**config.mk**
```make
export PLATFORM = sky130hd
export DESIGN_NAME = program_loader
export DESIGN_NICKNAME = d
export VERILOG_FILES = /design/src/rtl/loader_pkg.sv /design/src/rtl/instr_checker.sv /design/src/rtl/program_loader.sv
export SDC_FILE = /design/constraint.sdc
export NUM_CORES = 1
export LEC_CHECK = 0
export CAP_MARGIN = 30
export CORE_ASPECT_RATIO = 0.5
export CORE_UTILIZATION = 50
export DETAILED_ROUTE_END_ITERATION = 8
export HOLD_SLACK_MARGIN = 0.1
export PLACE_DENSITY = 0.76
export SYNTH_ARGS = -nofsm -noshare
export SYNTH_HDL_FRONTEND = slang
export SYNTH_SLANG_ARGS = --single-unit
```
**constraint.sdc**
```tcl
create_clock -name clock -period 3.5 [get_ports clock]
set_input_delay 1.05 -clock clock [delete_from_list [all_inputs] [get_ports clock]]
set_output_delay 1.05 -clock clock [all_outputs]
set_load 0.005 [all_outputs]
```
**src/rtl/loader_pkg.sv**
```systemverilog
// Shared opcode constants, loader state encoding and the opcode legality test.
// Latency: n/a (declarations only).
// Backpressure: n/a.
package loader_pkg;

  localparam logic [3:0] OP_AND = 4'd0;
  localparam logic [3:0] OP_OR  = 4'd1;
  localparam logic [3:0] OP_ADD = 4'd2;
  localparam logic [3:0] OP_SUB = 4'd6;
  localparam logic [3:0] OP_SLT = 4'd7;
  localparam logic [3:0] OP_LW  = 4'd8;
  localparam logic [3:0] OP_SW  = 4'd10;
  localparam logic [3:0] OP_BNE = 4'd14;
  localparam logic [3:0] OP_JMP = 4'd15;

  typedef enum logic [2:0] {
    IDLE = 3'd0,
    LEN  = 3'd1,
    LO   = 3'd2,
    HI   = 3'd3,
    WR   = 3'd4,
    CHK  = 3'd5,
    DONE = 3'd6
  } state_t;

  function automatic logic is_legal_op(input logic [3:0] op);
    case (op)
      OP_AND, OP_OR, OP_ADD, OP_SUB, OP_SLT,
      OP_LW, OP_SW, OP_BNE, OP_JMP: return 1'b1;
      default:                      return 1'b0;
    endcase
  endfunction

endpackage

```
**src/rtl/instr_checker.sv**
```systemverilog
// Flags an instruction word with an illegal opcode or a branch/jump target outside 0..N.
// Latency: purely combinational.
// Backpressure: none; evaluated whenever the loader presents a word.
// Ports: word_i (instruction), addr_i (its word address t), n_i (program length),
//        illegal_o (opcode not legal), out_of_range_o (bne/jmp target < 0 or > N).
module instr_checker
  import loader_pkg::*;
#(
  parameter int WORD_W = 16,
  parameter int ADDR_W = 7
) (
  input  logic [WORD_W-1:0] word_i,
  input  logic [ADDR_W-1:0] addr_i,
  input  logic [ADDR_W-1:0] n_i,
  output logic              illegal_o,
  output logic              out_of_range_o
);

  // Six extra bits hold the 12-bit jmp offset plus sign without overflow.
  localparam int TW = ADDR_W + 6;

  logic [TW-1:0] offset;
  logic [TW-1:0] target;
  logic          is_branch;

  always_comb begin
    offset = '0;
    case (word_i[3:0])
      OP_BNE:  offset = {{(TW-4){word_i[15]}}, word_i[15:12]};
      OP_JMP:  offset = {{(TW-12){word_i[15]}}, word_i[15:4]};
      default: offset = '0;
    endcase
  end

  assign target    = {6'b0, addr_i} + offset;
  assign is_branch = (word_i[3:0] == OP_BNE) || (word_i[3:0] == OP_JMP);

  // MSB set means negative; otherwise an unsigned compare against N is exact.
  assign out_of_range_o = is_branch && (target[TW-1] || (target > {6'b0, n_i}));
  assign illegal_o      = !is_legal_op(word_i[3:0]);

endmodule

```
**src/rtl/program_loader.sv**
```systemverilog
// Loads a length-prefixed, checksummed byte stream into instruction memory as 16-bit words.
// Latency: each word is written the cycle after its high byte; full load = 1 + 3N + 1 cycles.
// Backpressure: in_ready high only in LEN/LO/HI/CHK; a byte moves when in_valid & in_ready.
// Ports: clock/reset_n; start; in_valid/in_data/in_ready byte stream; imem_we/addr/wdata
//        write port; prog_len, busy, done, err_len, err_chk, err_target, bad_count status.
module program_loader
  import loader_pkg::*;
#(
  parameter int WORD_W = 16,
  parameter int DEPTH  = 101,
  parameter int ADDR_W = 7
) (
  input  logic              clock,
  input  logic              reset_n,
  input  logic              start,
  input  logic              in_valid,
  input  logic [7:0]        in_data,
  output logic              in_ready,
  output logic              imem_we,
  output logic [ADDR_W-1:0] imem_addr,
  output logic [WORD_W-1:0] imem_wdata,
  output logic [ADDR_W-1:0] prog_len,
  output logic              busy,
  output logic              done,
  output logic              err_len,
  output logic              err_chk,
  output logic              err_target,
  output logic [ADDR_W-1:0] bad_count
);

  localparam logic [8:0] DEPTH_L = 9'(DEPTH);

  state_t            state_q, state_d;
  logic [ADDR_W-1:0] n_q, cnt_q, cnt_inc;
  logic [7:0]        lo_q, hi_q, acc_q;
  logic [ADDR_W-1:0] prog_len_q, bad_q;
  logic              err_len_q, err_chk_q, err_target_q;
  logic              xfer, len_bad, start_ok;
  logic              illegal, out_of_range;

  assign xfer     = in_valid && in_ready;
  assign len_bad  = (in_data == 8'd0) || ({1'b0, in_data} > DEPTH_L);
  assign cnt_inc  = cnt_q + 1'b1;
  assign start_ok = start && ((state_q == IDLE) || (state_q == DONE));

  instr_checker #(.WORD_W(WORD_W), .ADDR_W(ADDR_W)) u_chk (
    .word_i         ({hi_q, lo_q}),
    .addr_i         (cnt_q),
    .n_i            (n_q),
    .illegal_o      (illegal),
    .out_of_range_o (out_of_range)
  );

  // State register
  always_ff @(posedge clock or negedge reset_n) begin
    if (!reset_n) state_q <= IDLE;
    else          state_q <= state_d;
  end

  // Next-state logic
  always_comb begin
    state_d = state_q;
    case (state_q)
      IDLE, DONE: if (start)  state_d = LEN;
      LEN:        if (xfer)   state_d = len_bad ? DONE : LO;
      LO:         if (xfer)   state_d = HI;
      HI:         if (xfer)   state_d = WR;
      WR:                     state_d = (cnt_inc == n_q) ? CHK : LO;
      CHK:        if (xfer)   state_d = DONE;
      default:                state_d = IDLE;
    endcase
  end

  // Outputs; write address/data are held at zero outside the write cycle.
  always_comb begin
    in_ready   = (state_q == LEN) || (state_q == LO) || (state_q == HI) || (state_q == CHK);
    busy       = (state_q != IDLE) && (state_q != DONE);
    done       = (state_q == DONE);
    imem_we    = (state_q == WR);
    imem_addr  = imem_we ? cnt_q : '0;
    imem_wdata = imem_we ? {hi_q, lo_q} : '0;
  end

  assign prog_len   = prog_len_q;
  assign err_len    = err_len_q;
  assign err_chk    = err_chk_q;
  assign err_target = err_target_q;
  assign bad_count  = bad_q;

  // Datapath and status registers
  always_ff @(posedge clock or negedge reset_n) begin
    if (!reset_n) begin
      n_q          <= '0;
      cnt_q        <= '0;
      lo_q         <= '0;
      hi_q         <= '0;
      acc_q        <= '0;
      prog_len_q   <= '0;
      bad_q        <= '0;
      err_len_q    <= 1'b0;
      err_chk_q    <= 1'b0;
      err_target_q <= 1'b0;
    end else if (start_ok) begin
      acc_q        <= '0;
      prog_len_q   <= '0;
      bad_q        <= '0;
      err_len_q    <= 1'b0;
      err_chk_q    <= 1'b0;
      err_target_q <= 1'b0;
    end else begin
      case (state_q)
        LEN: if (xfer) begin
          if (len_bad) begin
            err_len_q <= 1'b1;
          end else begin
            n_q   <= in_data[ADDR_W-1:0];
            cnt_q <= '0;
          end
        end
        LO: if (xfer) begin
          lo_q  <= in_data;
          acc_q <= acc_q ^ in_data;
        end
        HI: if (xfer) begin
          hi_q  <= in_data;
          acc_q <= acc_q ^ in_data;
        end
        WR: begin
          cnt_q <= cnt_inc;
          if (illegal && (bad_q != '1)) bad_q <= bad_q + 1'b1;
          if (out_of_range)             err_target_q <= 1'b1;
        end
        CHK: if (xfer) begin
          err_chk_q  <= (in_data != acc_q);
          prog_len_q <= n_q;
        end
        default: ;
      endcase
    end
  end

endmodule

```
==> flow_summary.toml, run 1 <==
[cts]
ctsHoldBuffers = 0
clockBufferDepth = 2
cts_sinks = 58
clock-root-buffer = "clkbuf_16"
clock_latency_ns = 0.33
cts_made_buffers = 9
cts_tree = "done"
clk_pin_slew_ns = 0.05
htreeDepth = 3

[logic_synthesis]
syn_nets = 432
synth_warnings = 0
yosysUniqueCellTypes = 51
synth-adder-area-share = 0.0621
synthCells = 402
yosys.area_share.xor_xnor = 0.0701
synthMuxAreaShare = 0.0911
synth_top_family_by_area = "simple AND/OR/NAND/NOR gates"
synth_compound_area_frac = 0.140
synth-edff-count = 0
ys_seq_elements = 58
yosysSeqAreaShare = 0.387
avgSynthCellArea_um2 = 9.32
syn_area_um2 = 3750
async_reset_ff_frac = 1.00
yosys.area_share.simple = 0.212
ys.flop_type = "dfrtp_1"

[timing]
finalSetupViolations = 0
period_minus_slack_ns = 3.34
finalHoldViolations = 0
finalClockSkew_ns = 0.00779
fin_crit_sh = 0.954
rsz0062_at_grt = "no"
slew_headroom = 0.454
setup_ws_ns = 0.160
whs_ns = 0.505
tns_ns = 0
tightestPinTransition_ns = 0.810
max_freq_mhz = 299
slew_viol_final = 0

[place]
dpl_worst_slack_ns = 0.0196
port_buffers = 55
gp_congestion = 0.916
hpwl_um = 7310
placedCellCount = 544
place_area_um2 = 4430

[drt]
first_iter_violations = 218
drt-pass1-iter-count = 4
via_per_inst = 5.74
drt-total-wl_um = 9850
vias = 3227
wl_per_cell_um = 17.5
drc = 0
ant_nets = 0

[floorplanning]
start_util = 0.538
num_rows = 21
fp.dieH_um = 63.2
die-area_um2 = 7870
io_pins = 56
core_um2 = 6960
fp.dieW_um = 124

[power_and_ir_drop]
p_int_mw = 2.47
ir_drop_v = 0.000432
sw_frac_of_total = 0.383
power.switching_mw = 1.53
finalPower_mw = 4.00
pwr-share-seq = 0.342
clkPwrFrac = 0.240
power_frac_comb = 0.418
p_leak_nw = 2.09
power.density_nw_per_um2 = 832

[cells_and_area]
final_util = 0.690
register_area_um2 = 1460
diodes = 0
postLayoutCellArea_um2 = 4800
drive_gt1_frac = 0.140
final_cells = 562
fillers = 530
area_delta_synth_final_pct = 28.1
final_nets = 495
multi_input_area_um2 = 2180

[hold_path]
min_path_cells = 2
hp-class = "flip-flop to flip-flop"

[setup_path]
cp-end-kind = "output port"
cp_slowest_stage_delay_ns = 0.53
cp_cell_sequence = "nand2b_1, nor2_2, buf_4, and2_1, clkdlybuf4s50_1"
crit_arrival_ns = 2.29
cp.required_ns = 2.45
critPathLaunchType = "flip-flop"
ff2ff_path_depth = 17
path_max_fanout = 34
crit_slowest_cell = "dfrtp_1"
path_class = "flip-flop to output port"

[global_route]
grt_pass1_wl_um = 16300
grt_start_max_net_pins = 40
grt_pass1_vias = 3260
antenna_found_initial = 0
grt_use_total = 0.269
grt.overflow.total = 0

[job]
drv_cap = 0

[status]
status = "complete, no violations"
[cells in the final DEF, fill, tap and decap left out, types with 7 or more instances in the layout]
| master | Yosys | final |
|---|---|---|
| a21o_1 | 9 | 9 |
| a21oi_1 | 22 | 22 |
| and2_1 | 22 | 22 |
| buf_4 | 1 | 14 |
| clkbuf_16 | 0 | 9 |
| clkdlybuf4s50_1 | 0 | 54 |
| dfrtp_1 | 58 | 53 |
| ha_1 | 17 | 17 |
| inv_1 | 18 | 18 |
| mux2_1 | 7 | 7 |
| mux2_2 | 18 | 18 |
| nand2_1 | 37 | 37 |
| nand3_1 | 18 | 17 |
| nor2_1 | 25 | 24 |
| nor3b_1 | 9 | 9 |
| o21ai_0 | 18 | 17 |
| xnor2_1 | 24 | 24 |
[final timing paths]
kind / startpoint / end / slack, ns
hold / removal: err_len / err_len / 0.51
max in group asynchronous: reset_n / lo_q[0] / 1.92
min in group asynchronous: reset_n / acc_q[1] / 0.68
setup reg to reg: lo_q[0] / err_target / 0.21
hold reg to reg: err_len / err_len / 0.51
setup / recovery: state_q[0] / imem_addr[3] / 0.16
[area by class of cell]
| class | count | area share |
|---|---|---|
| Clock buffer | 12 | 0.0534 |
| Clock inverter | 4 | 0.0154 |
| Inverter | 18 | 0.0141 |
| Multi-Input combinational cell | 309 | 0.454 |
| Sequential cell | 58 | 0.303 |
| Tap cell | 92 | 0.0240 |
| Timing Repair Buffer | 69 | 0.135 |
[synthesized netlist by cell type (2+ instances only)]
| master | instances | area share |
|---|---|---|
| nor2b_1 | 6 | 0.010 |
| xnor2_1 | 24 | 0.056 |
| clkbuf_1 | 13 | 0.013 |
| xor2_1 | 6 | 0.014 |
| nor2_2 | 2 | 0.0033 |
| a21o_1 | 9 | 0.018 |
| mux2_1 | 7 | 0.021 |
| or3_1 | 4 | 0.0067 |
| or4_4 | 2 | 0.0060 |
| mux2_2 | 18 | 0.054 |
| and2_1 | 22 | 0.037 |
| and3_1 | 5 | 0.0083 |
| o21ai_0 | 18 | 0.024 |
| o21a_1 | 3 | 0.0060 |
| o22ai_1 | 2 | 0.0033 |
| nand4_1 | 6 | 0.010 |
| a31oi_1 | 5 | 0.0083 |
| nand2b_1 | 4 | 0.0067 |
| nand2_1 | 37 | 0.037 |
| buf_2 | 2 | 0.0027 |
| ha_1 | 17 | 0.057 |
| dfrtp_1 | 58 | 0.39 |
| nor3_1 | 6 | 0.0080 |
| a211oi_1 | 4 | 0.0080 |
| a41oi_1 | 2 | 0.0047 |
| nor3b_1 | 9 | 0.018 |
| nor2_1 | 25 | 0.025 |
| inv_1 | 18 | 0.018 |
| mux2i_1 | 6 | 0.016 |
| nand3_1 | 18 | 0.024 |
| a21oi_1 | 22 | 0.029 |
| o211ai_1 | 2 | 0.0040 |
| o31a_1 | 2 | 0.0047 |
[kinds of logic after synthesis]
logic type               after synthesis
AND/OR/NAND/NOR                      150
adder cells (fa/ha/maj)               18
flip-flops                            58
XOR/XNOR                              30
buffers and inverters                 35
multiplexers                          31
AO/OA/AOI/OAI                         80
[power groups by stage]
stage	logic [mW]	registers (mW)	clock network [mW]
5_1_grt	1.84	1.42	1.01
4_1_cts	1.64	1.34	0.974
6_report	1.67	1.37	0.960
2_1_floorplan	1.21	1.17	0
3_3_place_gp	1.56	1.34	0
3_5_place_dp	1.62	1.35	0
[worst max-delay path, delay by kind of cell (launching register included)]
family | cells | cell delay (ns)
simple gates | 3 | 0.60
flops | 1 | 0.53
buf+inv | 2 | 0.83
[timing repair]
item / in CTS / in global routing
resized for setup: 0 / 10
endpoints found under the setup margin: 0 / 1
buffers inserted: 0 / 2
[sequential cells by signal (all words and copies together), names as in the netlist]
name        cells
acc_q           8
err_target      1
cnt_q           7
err_chk         1
lo_q            8
bad_count       7
hi_q            8
err_len         1
n_q             7
state_q         3
prog_len        7
[metal layers]
| metal | track usage | wire length (um) | up-vias |
|---|---|---|---|
| met4 | 0.117 | 240 | 0 |
| met5 | 0 | 0 | - |
| met2 | 0.432 | 4590 | 95 |
| li1 | - | - | 1543 |
| met1 | 0.345 | 4460 | 1565 |
| met3 | 0.0697 | 552 | 24 |
No activity file was read; power rests on OpenSTA's default activity.
==> run 2, diff against run 1 <==
GPL_ROUTABILITY_DRIVEN = 0   (was unset)
==> run 2 against run 1 <==
  * Non-clock buffer count grew 4
  * Hold slack gained 0.010 ns
  * Wire length grew 2.7%
  * Setup slack gained 0.027 ns
  * Via count grew 2.5%
  * Final cell count grew 0.71%
  * Die area is the same
  * Design area grew 0.23%
  * Clock skew is essentially flat
  * Sequential power is essentially flat
  * Sequential cell count is the same
  * Core utilization grew 0.16 points
  * Critical path type is now flip-flop to flip-flop
  * Largest cell class unchanged
==> flow_summary.toml, run 2 (synthesis gave the netlist of run 1 again) <==
[drt]
drt-pass1-iter-count = 5
drt-total-wl_um = 10100
ant_nets = 0
drc = 0
first_iter_violations = 357
via_per_inst = 5.85
vias = 3309
wl_per_cell_um = 17.9

[timing]
tns_ns = 0
finalSetupViolations = 0
finalClockSkew_ns = 0.00759
finalHoldViolations = 0
rsz0062_at_grt = "no"
whs_ns = 0.515
fin_crit_sh = 0.946
max_freq_mhz = 302
slew_headroom = 0.431
slew_viol_final = 0
tightestPinTransition_ns = 0.844
period_minus_slack_ns = 3.31

[cells_and_area]
area_delta_synth_final_pct = 28.4
final_cell_mix = "54 x dfrtp_1, 54 x clkdlybuf4s50_1, 37 x nand2_1"
final_nets = 499
diodes = 0
postLayoutCellArea_um2 = 4810
reg_top3 = "acc_q: 8 flops, hi_q: 8 flops, lo_q: 8 flops"
final_cells = 566
drive_gt1_frac = 0.146
fillers = 529

[global_route]
grt.overflow.total = 0
grt_use_total = 0.273
grt_start_max_net_pins = 24
grt_pass1_vias = 3324
antenna_found_initial = 0
grt_pass1_wl_um = 16400

[setup_path]
critPathLaunchType = "flip-flop"
cp_cell_sequence = "nand3_4, nor2_1, ha_1, inv_1, fa_1, nor2b_2, o31a_1, o21a_1, nor2_1, xnor2_1, ha_1, o21a_1, o22a_1, o22ai_2, nand4_1, o21ai_1, a41oi_1"
cp_slowest_stage_delay_ns = 0.43
crit_buf_inv = 1
cp-startpoint = "lo_q[2]"
crit_arrival_ns = 3.51
path_class = "flip-flop to flip-flop"
cp.required_ns = 3.70
critical-path-top-delay-family = "compound AO/OA/AOI/OAI gates"
crit_slowest_cell = "dfrtp_1"
cp-end-kind = "flip-flop"
path_max_fanout = 7
reg2reg_from = "lo_q[2]"

[power_and_ir_drop]
power.density_nw_per_um2 = 827
finalPower_mw = 3.98
p_leak_nw = 2.10
ir_drop_v = 0.000410

[hold_path]
hp-class = "flip-flop to flip-flop"
hp-start = "err_len"

[floorplanning]
core_um2 = 6960
fp.dieH_um = 63.2
io_pins = 56
num_rows = 21
fp.dieW_um = 124
start_util = 0.538
die-area_um2 = 7870

[place]
port_buffers = 55
placedCellCount = 546
hpwl_um = 7450
place_area_um2 = 4450

[cts]
htreeDepth = 3
clockBufferDepth = 2
cts_made_buffers = 9
cts_tree = "done"
clock_latency_ns = 0.33
clk_pin_slew_ns = 0.06
ctsHoldBuffers = 0
clock-root-buffer = "clkbuf_16"
cts_sinks = 58

[job]
drv_cap = 0

[status]
status = "complete, no violations"
==> run 2: final cells by class <==
cell class                 instances  area, um^2  share of cell area
sequential                        58        1460               0.302
multi-input combinational        309        2180               0.453
clock buffer                      12         256              0.0533
inverter                          18        67.6              0.0140
timing repair buffer              73         686               0.142
clock inverter                     4        50.0              0.0104
tap                               92         115              0.0239
==> run 2: timing repair <==
item	in CTS	in global routing
setup buffers	0	4
resized for setup	0	10
endpoints found under the setup margin	0	1
==> run 2: through the flow <==
stage	utilization	setup slack, ns
2_1_floorplan	-	0.273
3_3_place_gp	0.638	0.317
3_5_place_dp	0.638	0.0514
4_1_cts	0.682	0.0444
5_1_grt	0.691	0.0417
6_report	0.691	0.187
==> run 2: final timing paths <==
check                      depth (start not counted)  slack (ns)         end
min                                                2        0.52     err_len
max in group asynchronous                          2        2.19     lo_q[3]
min reg2reg                                        2        0.52     err_len
max                                               17        0.19  err_target
min in group asynchronous                          1        0.64    acc_q[0]
max reg2reg                                       17        0.19  err_target
==> run 2: tightest hold or removal path: cells and delay by family (launching register included) <==
family | cells | cell delay, ns
simple gates | 1 | 0.08
compound gates | 1 | 0.04
flops | 1 | 0.35
==> run 2: where the power goes <==
group / internal, mW / switching [mW] / leakage, nW / total [mW]
logic: 0.880 / 0.827 / 1.22 / 1.71
clock network: 0.588 / 0.307 / 0.145 / 0.895
registers: 0.944 / 0.435 / 0.741 / 1.38
total: 2.41 / 1.57 / 2.10 / 3.98
==> run 2: layer usage <==
metal / part of all wire / GRT usage
met2: 0.47 / 0.442
met4: 0.029 / 0.105
met3: 0.061 / 0.0773
met5: 0 / 0
met1: 0.44 / 0.348
==> run 3, diff against run 2 <==
CTS_CLUSTER_SIZE = 40   (was unset)
==> results of run 3 <==
Same layout as run 2: the final DEF is identical, and so are final timing and power.
